<file path="config.mk">
export PLATFORM = sky130hd
export DESIGN_NAME = shift_pipe
export DESIGN_NICKNAME = d
export VERILOG_FILES = /design/src/rtl/shift_pipe.sv
export SDC_FILE = /design/constraint.sdc
export NUM_CORES = 1
export LEC_CHECK = 0
export CORE_UTILIZATION = 30
export DETAILED_ROUTE_END_ITERATION = 12
export SLEW_MARGIN = 20
export SYNTH_ARGS = -nofsm -noshare
export SYNTH_HDL_FRONTEND = slang
export SYNTH_SLANG_ARGS = --single-unit
</file>
<file path="constraint.sdc">
create_clock -name clk -period 3.8 [get_ports clk]
set_input_delay 0.95 -clock clk [delete_from_list [all_inputs] [get_ports clk]]
set_output_delay 0.95 -clock clk [all_outputs]
set_load 0.1 [all_outputs]
</file>
<file path="src/rtl/shift_pipe.sv">
// shift_pipe: elastic pipelined SLL/SRL/SRA/ROR unit; in_valid/in_ready/in_data/in_shamt/in_op/in_tag accept ops, out_valid/out_ready/out_data/out_tag return results in order
module shift_pipe #(
  parameter int WIDTH = 32,
  parameter logic [$clog2(WIDTH)-2:0] REG_MASK = 4'b0010,
  parameter int TAG_W = 4,
  localparam int LOG2W = $clog2(WIDTH)
) (
  input  logic             clk,
  input  logic             rst,
  input  logic             in_valid,
  output logic             in_ready,
  input  logic [WIDTH-1:0] in_data,
  input  logic [LOG2W-1:0] in_shamt,
  input  logic [1:0]       in_op,
  input  logic [TAG_W-1:0] in_tag,
  output logic             out_valid,
  input  logic             out_ready,
  output logic [WIDTH-1:0] out_data,
  output logic [TAG_W-1:0] out_tag
);
  localparam logic [LOG2W-1:0] RM = {1'b1, REG_MASK};
  logic [LOG2W-1:0]            qv, ld;
  logic [LOG2W-1:0][WIDTH-1:0] qd, sh;
  logic [LOG2W-1:0][TAG_W-1:0] qt;
  logic [LOG2W-2:0][LOG2W-1:0] qs;
  logic [LOG2W-2:0][1:0]       qo;
  logic [LOG2W-2:0]            qg;
  logic [LOG2W:0][WIDTH-1:0]   d;
  logic [LOG2W:0][TAG_W-1:0]   t;
  logic [LOG2W:0]              v, r;
  logic [LOG2W-1:0][LOG2W-1:0] s;
  logic [LOG2W-1:0][1:0]       o;
  logic [LOG2W-1:0]            g;
  function automatic logic [WIDTH-1:0] stage(input logic [WIDTH-1:0] x, input logic en,
                                             input logic [1:0] op, input logic sg, input int a);
    logic [WIDTH-1:0] sr;
    sr = x >> a;
    return !en ? x :
           op == 2'b00 ? x << a :
           op == 2'b01 ? sr :
           op == 2'b10 ? sr | (sg ? ~({WIDTH{1'b1}} >> a) : '0) :
                         sr | (x << (WIDTH - a));
  endfunction
  always_comb begin
    d[0] = in_data;
    t[0] = in_tag;
    v[0] = in_valid;
    s[0] = in_shamt;
    o[0] = in_op;
    g[0] = in_data[WIDTH-1];
    for (int j = 0; j < LOG2W; j++) begin
      sh[j]  = stage(d[j], s[j][LOG2W-1-j], o[j], g[j], 1 << (LOG2W-1-j));
      d[j+1] = RM[j] ? qd[j] : sh[j];
      t[j+1] = RM[j] ? qt[j] : t[j];
      v[j+1] = RM[j] ? qv[j] : v[j];
    end
    for (int j = 0; j < LOG2W-1; j++) begin
      s[j+1] = RM[j] ? qs[j] : s[j];
      o[j+1] = RM[j] ? qo[j] : o[j];
      g[j+1] = RM[j] ? qg[j] : g[j];
    end
  end
  always_comb begin
    r[LOG2W] = out_ready;
    for (int j = LOG2W-1; j >= 0; j--) begin
      ld[j] = !qv[j] || r[j+1];
      r[j]  = RM[j] ? ld[j] : r[j+1];
    end
  end
  always_ff @(posedge clk or posedge rst)
    if (rst) begin
      qv <= '0;
      qd <= '0;
      qt <= '0;
      qs <= '0;
      qo <= '0;
      qg <= '0;
    end else begin
      for (int j = 0; j < LOG2W; j++)
        if (RM[j] && ld[j]) begin
          qv[j] <= v[j];
          if (v[j]) begin
            qd[j] <= sh[j];
            qt[j] <= t[j];
          end
        end
      for (int j = 0; j < LOG2W-1; j++)
        if (RM[j] && ld[j] && v[j]) begin
          qs[j] <= s[j];
          qo[j] <= o[j];
          qg[j] <= g[j];
        end
    end
  assign in_ready  = r[0];
  assign out_valid = v[LOG2W];
  assign out_data  = d[LOG2W];
  assign out_tag   = t[LOG2W];
endmodule

</file>
* Yosys cells after proc, flatten, opt, wreduce, memory -nomap -nowiden *
Cells that the tools add are included.

cells by class
  add/subtract/negate cells = 0
  multiply operators = 0
  divide/modulo/power cells = 0
  $lt $le $gt $ge = 0
  eq/ne operators = 4
  shifts and indexed selects = 0
  multiplexer cells = 25
  bitwise operators = 10
  reduce and logical (&&, ||, !) cells = 9

operator list
  kind                                           count
  2-to-1 mux 32 bit                              25
  OR 16 x 32 -> 32 bit                           2
  OR 24 x 32 -> 32 bit                           2
  OR 28 x 32 -> 32 bit                           2
  OR 30 x 32 -> 32 bit                           2
  OR 31 x 32 -> 32 bit                           2
  == test 2 x 1 -> 1 bit, second input constant  2
  == test 2 bit, second input constant           2
  zero test 2 bit                                2
  AND reduction 2 bit                            2
  zero test 1 bit                                2
  logical OR 1 bit                               2
  logical AND 1 bit                              1

storage, ports and cells
  flip-flop bits (word level) = 80
  bits in latches = 0
  RAM bits = 0
  bits in read-only memories = 0
  bits of input ports = 47
  output and inout bits = 38
  logic and storage cells = 57
  memories kept = 0

* Depth between registers and ports, before layout *
Gate-level depths: netlist of run 1.

  depth in word-level cells = 16
  mapped depth = 9
  gate-level depth less buffers = 5

* Worst setup path before layout of run 1 *
OpenSTA, ideal clock, no wires.

  path type = register -> register
  start = register qv[4] (netlist: out_valid)
  end = register qg[1] (netlist: g[2])
  library setup time = 125 ps
  data arrival time = 3252 ps
  data required time = 3675 ps
  slack = 424 ps
  stages on the path, launching flop included = 5
  path buffers = 1
  period minus slack after synthesis = 3376 ps
  cells stage by stage = dfrtp_1 -> nand3b_1 -> nand2_1 -> clkbuf_1 -> mux2_2

between the ends
  longest elaborated chain between the ends = 4

RTL lines
  what                             line  RTL
  start, declared                  22    logic [LOG2W-1:0] qv, ld;
  start signal, assigned by index  81    qv[j] <= v[j];
  zero test 1 bit                  66    ld[j] = !qv[j] || r[j+1];
  logical OR 1 bit (2 in series)   66
  via in_ready                     11    output logic in_ready,
  logical AND 1 bit                88    if (RM[j] && ld[j] && v[j]) begin
  end signal, assigned by index    91    qg[j] <= g[j];
  end, declared                    27    logic [LOG2W-2:0] qg;

The timed path passes the listed nets, and every way through them passes these cells.
A chain may end at the register's enable or synchronous reset.

* Worst setup path after layout of run 1 *
  start = register qd, in the netlist out_data[24]
  end = output out_data[24]

RTL lines
  what                             line  RTL
  start, declared                  23    logic [LOG2W-1:0][WIDTH-1:0] qd, sh;
  start signal, assigned by index  83    qd[j] <= sh[j];
  end, declared                    18    output logic [WIDTH-1:0] out_data,

No word-level cell between the ends.

==> impl_metrics.ini, run 1 <==
[run_status]
status = finished, final reports clean

[placement]
numPortBuffers = 84
dp_hpwl_um = 18100
place.gp.congestion = 0.910
place_area_mm2 = 0.00823

[critical_path]
path_buf_inv = 1
crit_path_end_kind = primary output
worstSetupPathType = reg2out
crit_chain = clkdlybuf4s50_1
crit_family = buffers and inverters
critPathRequiredTime_ps = 2850
crit_arrival_ps = 1910
cp_slowest_cell = clkdlybuf4s50_1
cp_max_fo = 2
max_stage_delay_ps = 1150
start_kind = flip-flop

[clock_network]
clock_latency_ps = 350
postCtsHoldBufs = 0
cts_root_buf = clkbuf_16
cts_sinks = 80
clk_pin_slew_worst_paths_ps = 60
htreeDepth = 3
post_cts.repair.setup_buffers = 0
clk_path_buf_depth = 2
numCtsBuffers = 9
cts_tree = built
cts_resized = 0

[power]
total_leakage_power_nw = 3.33
design_power_total_mw = 5.05
powerDensity_mw_per_mm2 = 592
peakVddDrop_mv = 0.384

[finish]
fin_util = 0.352
area_delta_synth_final_pct = 15.4
n_fill_cell = 2565
nNetsFinal = 998
antenna_cells = 0
drive_gt1_frac = 0.117
design_area_mm2 = 0.00853

[yosys]
synthFlopType = dfrtp_1
async_flop_share = 1.00
ys_seq_area_frac = 0.271
ys_ff_latch = 80
syn_avg_cell_area_um2 = 7.77
synth_nets = 999
synth.distinct_cells = 73
synth_area_mm2 = 0.00740
syn_inst = 952
synth_edf_count = 0
ys_warn_count = 0

[timing]
final.setup.tns_ps = 0
fmax_ghz = 0.349
worstMarginPinSlew_ps = 1000
slew_headroom = 0.330
hold_viol = 0
period_share = 0.754
setup_violations = 0
drv_slew = 0
rsz0062_at_grt = no
fin_skew_ps = 8.58
period_minus_slack_ps = 2860

[drt]
wl_per_cell_um = 19.4
drc = 0
dr.pass1.iters = 5
drt_wl_total_um = 24900
ant_nets = 0
num_vias = 7486
vias_per_cell = 5.85
drt_iter0_markers = 868

[global_routing]
antenna_found_initial = 1
grt_util_all_layers = 0.197
grt_max_degree = 73
grt_pass1_vias = 6793
grt_pass1_wl_um = 39700
grt_overflow = 0

[floorplan]
dieArea_mm2 = 0.0253
initial_core_util = 0.305
io_pins = 85
coreArea_mm2 = 0.0242
num_rows = 57
die_h_um = 159
die_w_um = 159

[min_path]
hp-class = reg2reg

[flow_run]
max_cap_violations = 0
stage by stage:
| step | worst slack [ps] | instances | hold slack (ps) |
|---|---|---|---|
| 2_1_floorplan | 424 | 952 | 433 |
| 3_3_place_gp | 732 | 1264 | 442 |
| 3_5_place_dp | 631 | 1264 | 452 |
| 4_1_cts | 926 | 1280 | 469 |
| 5_1_grt | 760 | 1280 | 493 |
| 6_report | 935 | 1280 | 465 |
tightest hold or removal path: cells and delay by family (launching register included):
kind,cells,cell delay (ps)
AND/OR/NAND/NOR,2,100
flip-flops,1,340
sequential cells by signal, indices dropped and copies added (netlist names):
register,flops
d,32
g,1
o,2
out_data,32
out_tag,4
out_valid,1
qs,3
qt,4
qv,1
power breakdown:
part / switching (mW) / internal, mW
sequential: 0.300 / 1.06
combinational: 1.94 / 0.847
clock: 0.375 / 0.529
total: 2.61 / 2.44
cells by family (layout without fill, tap and decap cells):
| kind of cell | count (synthesis) | in the layout | share of synthesized area |
|---|---|---|---|
| AOI/OAI and AO/OA | 349 | 349 | 0.313 |
| DFF | 80 | 80 | 0.271 |
| buffers and inverters | 140 | 144 | 0.0968 |
| muxes | 72 | 72 | 0.122 |
| and+or+nand+nor | 311 | 311 | 0.198 |
path summary, 6_finish.rpt:
path / depth (start not counted) / endpoint / from / slack [ps]
worst max-delay path: 1 / out_data[24] / out_data[24] / 940
worst min-delay path: 2 / out_tag[2] / qt[6] / 460
worst max register to register: 6 / out_data[11] / o[5] / 1030
worst min register to register: 2 / out_tag[2] / qt[6] / 460
max in group asynchronous: 3 / out_data[28] / rst / 2080
min in group asynchronous: 2 / d[64] / rst / 1020
cell usage after synthesis, types with 11 or more instances:
library cell / n / area [um^2]
a211oi_1: 18 / 135
a21oi_1: 89 / 445
a2bb2oi_1: 15 / 131
a311oi_1: 16 / 140
a31oi_1: 27 / 169
buf_1: 11 / 41.3
buf_2: 25 / 125
buf_4: 36 / 270
clkbuf_1: 54 / 203
dfrtp_1: 80 / 2000
mux2_2: 15 / 169
mux2i_1: 44 / 440
mux4_2: 13 / 293
nand2_1: 120 / 450
nand2b_1: 23 / 144
nand3_1: 16 / 80.1
nor2_1: 86 / 323
nor2b_1: 13 / 81.3
o21ai_0: 60 / 300
o22ai_1: 21 / 131
o31ai_1: 17 / 128
or3b_2: 14 / 123
routing by layer:
metal | track usage | routed length (um)
met1 | 0.292 | 11800
met2 | 0.288 | 10700
met3 | 0.0354 | 1960
met4 | 0.0590 | 399
met5 | 0 | 0
layout by cell type, fill, tap and decap left out, drive strengths merged, types with 13 or more instances in the layout:
cell	count
nand2	120
a21oi	90
nor2	87
clkdlybuf4s50	80
dfrtp	80
o21ai	61
mux2i	44
buf	38
a31oi	27
nand2b	23
o22ai	21
a211oi	18
o31ai	17
a311oi	17
nand3	16
or3b	16
a2bb2oi	15
mux2	15
nor2b	13
mux4	13
final cells by class:
cell class / instances / area (um^2) / share of cell area
inverters: 10 / 38.8 / 0.00454
flip-flops and latches: 80 / 2010 / 0.235
repair buffers: 118 / 1100 / 0.128
multi-input cells: 732 / 4680 / 0.548
clock inverters: 6 / 67.6 / 0.00792
clock buffers: 10 / 239 / 0.0280
well taps: 324 / 405 / 0.0475
Power figures use the tool's default switching activity.
==> run 2: changes to the inputs <==
==> constraint.sdc (replaced) <==
create_clock -name clk -period 2.4 [get_ports clk]
set_input_delay 0.6 -clock clk [delete_from_list [all_inputs] [get_ports clk]]
set_output_delay 0.6 -clock clk [all_outputs]
set_load 0.1 [all_outputs]
==> run 2 against run 1 <==
Effect of this change: count of clock-buffer cells in the layout up 1; clock power grew 65%; largest power group unchanged; clock skew about the same; sequential power grew 51%; critical path depth rose by 4; highest routed layer unchanged; utilization grew 1.7 points; critical path type is now reg2reg.
==> impl_metrics.ini, run 2 (synthesis gave the netlist of run 1 again) <==
[timing]
worstMarginPinSlew_ps = 625
hold_slack_ps = 462
fin_skew_ps = 9.05
hold_viol = 0
period_share = 0.974
slew_headroom = 0.580
setup_violations = 0
period_minus_slack_ps = 2340
drv_slew = 0
fmax_ghz = 0.428
rsz0062_at_grt = no

[drt]
ant_nets = 0
vias_per_cell = 5.76
num_vias = 7627
dr_wl_met3_um = 2150
drt_wl_total_um = 25500
drt_iter0_markers = 998
wl_met2_um = 10900
met1_length_um = 11800
drc = 0
dr.pass1.iters = 7
highest_layer = met4
wl_per_cell_um = 19.3

[power]
total_leakage_power_nw = 3.65
powerDensity_mw_per_mm2 = 920
peakVddDrop_mv = 0.741

[flow_run]
max_cap_violations = 0

[clock_network]
numCtsBuffers = 9
htreeDepth = 3
clk_pin_slew_worst_paths_ps = 60
post_cts.repair.setup_buffers = 0
postCtsHoldBufs = 0
cts_resized = 0
cts_tree = built
clk_path_buf_depth = 2
cts_root_buf = clkbuf_16
cts_sinks = 80
clock_latency_ps = 350

[floorplan]
coreArea_mm2 = 0.0242
num_rows = 57
die_w_um = 159
io_pins = 85
dieArea_mm2 = 0.0253
die_h_um = 159
initial_core_util = 0.305

[global_routing]
grt_max_degree = 67
antenna_found_initial = 0
grt_pass1_vias = 7049
grt_pass1_wl_um = 40400
grt_overflow = 0
grt_util_all_layers = 0.201

[critical_path]
worst-path-stages = 5
worstSetupPathType = reg2reg
critPathRequiredTime_ps = 2640
r2r_cells = 5
crit_path_end_kind = flip-flop
crit_arrival_ps = 2580
cp_slowest_cell = dfrtp_1
start_kind = flip-flop
crit_family = compound AO/OA/AOI/OAI gates
max_stage_delay_ps = 490
cp_max_fo = 26
path_buf_inv = 1
crit_chain = buf_12 > or3b_2 > a311oi_1 > nor3_1 > a221oi_1

[placement]
place.gp.congestion = 0.948
dp_hpwl_um = 19300
numPortBuffers = 84
numPlacedInstances = 1310

[finish]
layout_common_cells = 119 x nand2_1, 105 x buf_4, 89 x a21oi_1, 86 x nor2_1, 77 x dfrtp_1
nNetsFinal = 1044
mostFrequentLayoutCell = nand2_1
antenna_cells = 0
instances_no_fill = 1325
n_fill_cell = 2558
fin_util = 0.369
drive_gt1_frac = 0.192
area_delta_synth_final_pct = 21.1

[min_path]
hp-class = reg2reg
min_path_cells = 2

[run_status]
status = finished, final reports clean
-- run 2: cell count changes in the layout (fill, tap and decap cells not counted), sizes merged --
cell	before	now
inv	9	8
clkinv	4	3
clkdlybuf4s50	80	45
buf	38	119
clkbuf	10	11
clkinvlp	2	1
bufinv	1	2
-- run 2: final timing paths --
path / end / startpoint / slack [ps]
setup / recovery: out_data[20] / o[4] / 60
hold / removal: out_tag[0] / qt[4] / 460
setup reg to reg: out_data[20] / o[4] / 60
hold reg to reg: out_tag[0] / qt[4] / 460
max in group asynchronous: qs[7] / rst / 1220
min in group asynchronous: d[64] / rst / 630
-- run 2: worst reg2reg max path, delay by kind of cell, from the launching register on --
family	cells	cell delay (ps)
AO/OA/AOI/OAI	2	810
buffers and inverters	1	220
flip-flops	1	490
AND/OR/NAND/NOR	2	700
-- run 2: power breakdown --
group          switching (mW)  internal, mW
sequential              0.382          1.68
clock                   0.558         0.930
combinational            3.25          1.43
total                    4.19          4.05
-- run 2: stage by stage --
step / area, um^2 / setup TNS, ps / total power [mW] / setup WS, ps
after global routing: 8950 / 0 / 8.59 / 7.42
after detailed placement: 8640 / -79.1 / 6.71 / -79.1
after floorplan: 7420 / -3060 / 5.69 / -190
after CTS: 8950 / 0 / 8.21 / 128
final: 8950 / 0 / 8.24 / 62.2
after global placement: 8640 / -45.1 / 6.69 / -45.1
-- run 2: area by class of cell --
cell class	instances	area [um^2]	area share
well taps	324	405	0.0453
inverters	10	41.3	0.00461
clock buffers	11	243	0.0271
multi-input cells	732	4680	0.523
clock inverters	4	70.1	0.00782
flip-flops and latches	80	2010	0.225
repair buffers	164	1500	0.168
-- run 2: routing by layer --
metal | vias up | track usage
li1 | 3594 | -
met1 | 3590 | 0.294
met2 | 392 | 0.297
met3 | 51 | 0.0391
met4 | 0 | 0.0621
met5 | - | 0
==> run 3: changes to the inputs <==
--- a/config.mk
+++ b/config.mk
@@ -5,8 +5,10 @@
 export SDC_FILE = /design/constraint.sdc
 export NUM_CORES = 1
 export LEC_CHECK = 0
-export CORE_UTILIZATION = 30
+export CORE_MARGIN = 2
+export CORE_UTILIZATION = 28
 export DETAILED_ROUTE_END_ITERATION = 12
+export RECOVER_POWER = 25
 export SLEW_MARGIN = 20
 export SYNTH_ARGS = -nofsm -noshare
 export SYNTH_HDL_FRONTEND = slang
==> run 3 against run 2 <==
Effect of this change: worst hold slack better by 8.1 ps; setup slack improved by 130 ps; first-iteration DRC count shrank 3.6%; sequential power is essentially flat; die area grew 9.7%; non-clock buffer count decreased by 8; register-to-register slack better by 130 ps; critical path type unchanged; sequential share of layout area rose by 0.19 points; highest routed layer unchanged; cell area down 0.82%; largest cell class unchanged; sequential cell count unchanged; via count shrank 3.0%; clock skew decreased by 2.8 ps.
==> impl_metrics.ini, run 3 (synthesis gave the netlist of run 1 again) <==
[clock_network]
numCtsBuffers = 9
htreeDepth = 3
clock_latency_ps = 350
cts_root_buf = clkbuf_16
cts_sinks = 80
clk_pin_slew_worst_paths_ps = 60
post_cts.repair.setup_buffers = 0
cts_tree = built
cts_resized = 0
postCtsHoldBufs = 0
clk_path_buf_depth = 2

[floorplan]
die_h_um = 167
io_pins = 85
dieArea_mm2 = 0.0277
die_w_um = 167
initial_core_util = 0.285
num_rows = 59
coreArea_mm2 = 0.0260

[timing]
period_share = 0.919
hold_viol = 0
worstMarginPinSlew_ps = 1290
slew_headroom = 0.143
setup_ws_ps = 194
period_minus_slack_ps = 2210
fmax_ghz = 0.453
hold_slack_ps = 470
fin_skew_ps = 6.23
drv_slew = 0
setup_violations = 0
rsz0062_at_grt = no

[drt]
vias_per_cell = 5.57
num_vias = 7400
ant_nets = 0
drc = 0
drt_wl_total_um = 25400
dr.pass1.iters = 5
drt_iter0_markers = 962
wl_per_cell_um = 19.1

[critical_path]
crit_arrival_ps = 2430
crit_family = flip-flops
crit_path_end_kind = flip-flop
worstSetupPathType = reg2reg
path_buf_inv = 1
cp_slowest_cell = dfrtp_4
critPathRequiredTime_ps = 2620
cp_max_fo = 34
crit_chain = buf_4 > mux2i_1 > o221ai_1 > and3_1 > a2111oi_1 > nor2_1
start_kind = flip-flop
max_stage_delay_ps = 680

[placement]
place_ws_ps = -101
dp_hpwl_um = 19200
place.gp.congestion = 0.950
place_area_mm2 = 0.00860
numPortBuffers = 84

[min_path]
hp-class = reg2reg

[finish]
design_area_mm2 = 0.00888
nNetsFinal = 1036
n_fill_cell = 2788
drive_gt1_frac = 0.186
regArea_mm2 = 0.00201
mostFrequentLayoutCell = nand2_1
area_delta_synth_final_pct = 20.1
layout_common_cells = 119 x nand2_1, 97 x buf_4, 89 x a21oi_1, 86 x nor2_1, 77 x dfrtp_1
antenna_cells = 0
multiInputGateArea_mm2 = 0.00468

[global_routing]
grt_max_degree = 64
grt_overflow = 0
grt_pass1_wl_um = 40400
grt_pass1_vias = 6970
antenna_found_initial = 0
grt_util_all_layers = 0.181

[power]
total_leakage_power_nw = 3.61
powerDensity_mw_per_mm2 = 917
peakVddDrop_mv = 0.718

[flow_run]
max_cap_violations = 0

[run_status]
status = finished, final reports clean
## run 3: worst min-delay path: cells and delay by family (launching register included)
kind | cells | cell delay, ps
flops | 1 | 340
simple gates | 2 | 100
## run 3: cell type report
type | instances | share of cell area
Clock inverter | 6 | 0.00775
Sequential cell | 80 | 0.226
Clock buffer | 10 | 0.0269
Multi-Input combinational cell | 732 | 0.527
Inverter | 10 | 0.00437
Timing Repair Buffer | 156 | 0.160
Tap cell | 335 | 0.0472
## run 3: power by group
part | leakage [nW] | switching (mW) | internal, mW
registers | 0.954 | 0.388 | 1.68
logic | 2.50 | 3.24 | 1.42
clock network | 0.149 | 0.578 | 0.837
total | 3.61 | 4.20 | 3.94
## run 3: final timing paths
kind	slack (ps)	cells past startpoint	from	endpoint
max	190	6	qs[7]	out_data[30]
min	470	2	qt[7]	out_tag[3]
max reg2reg	190	6	qs[7]	out_data[30]
min reg2reg	470	2	qt[7]	out_tag[3]
max in group asynchronous	400	3	rst	qs[7]
min in group asynchronous	1060	3	rst	qs[6]
## run 3: layer usage
metal,global-route usage,wire length [um],up-vias
met2,0.258,10700,352
met4,0.0660,714,0
met1,0.271,11900,3426
met5,0,0,-
li1,-,-,3569
met3,0.0330,2050,53
## run 3: stage by stage
step,util,setup TNS [ps],cells,total power [mW]
2_1_floorplan,-,-3060,952,5.69
3_3_place_gp,0.331,-223,1313,6.70
3_5_place_dp,0.331,-293,1313,6.72
4_1_cts,0.343,0,1329,8.17
5_1_grt,0.342,0,1329,8.56
6_report,0.342,0,1329,8.15
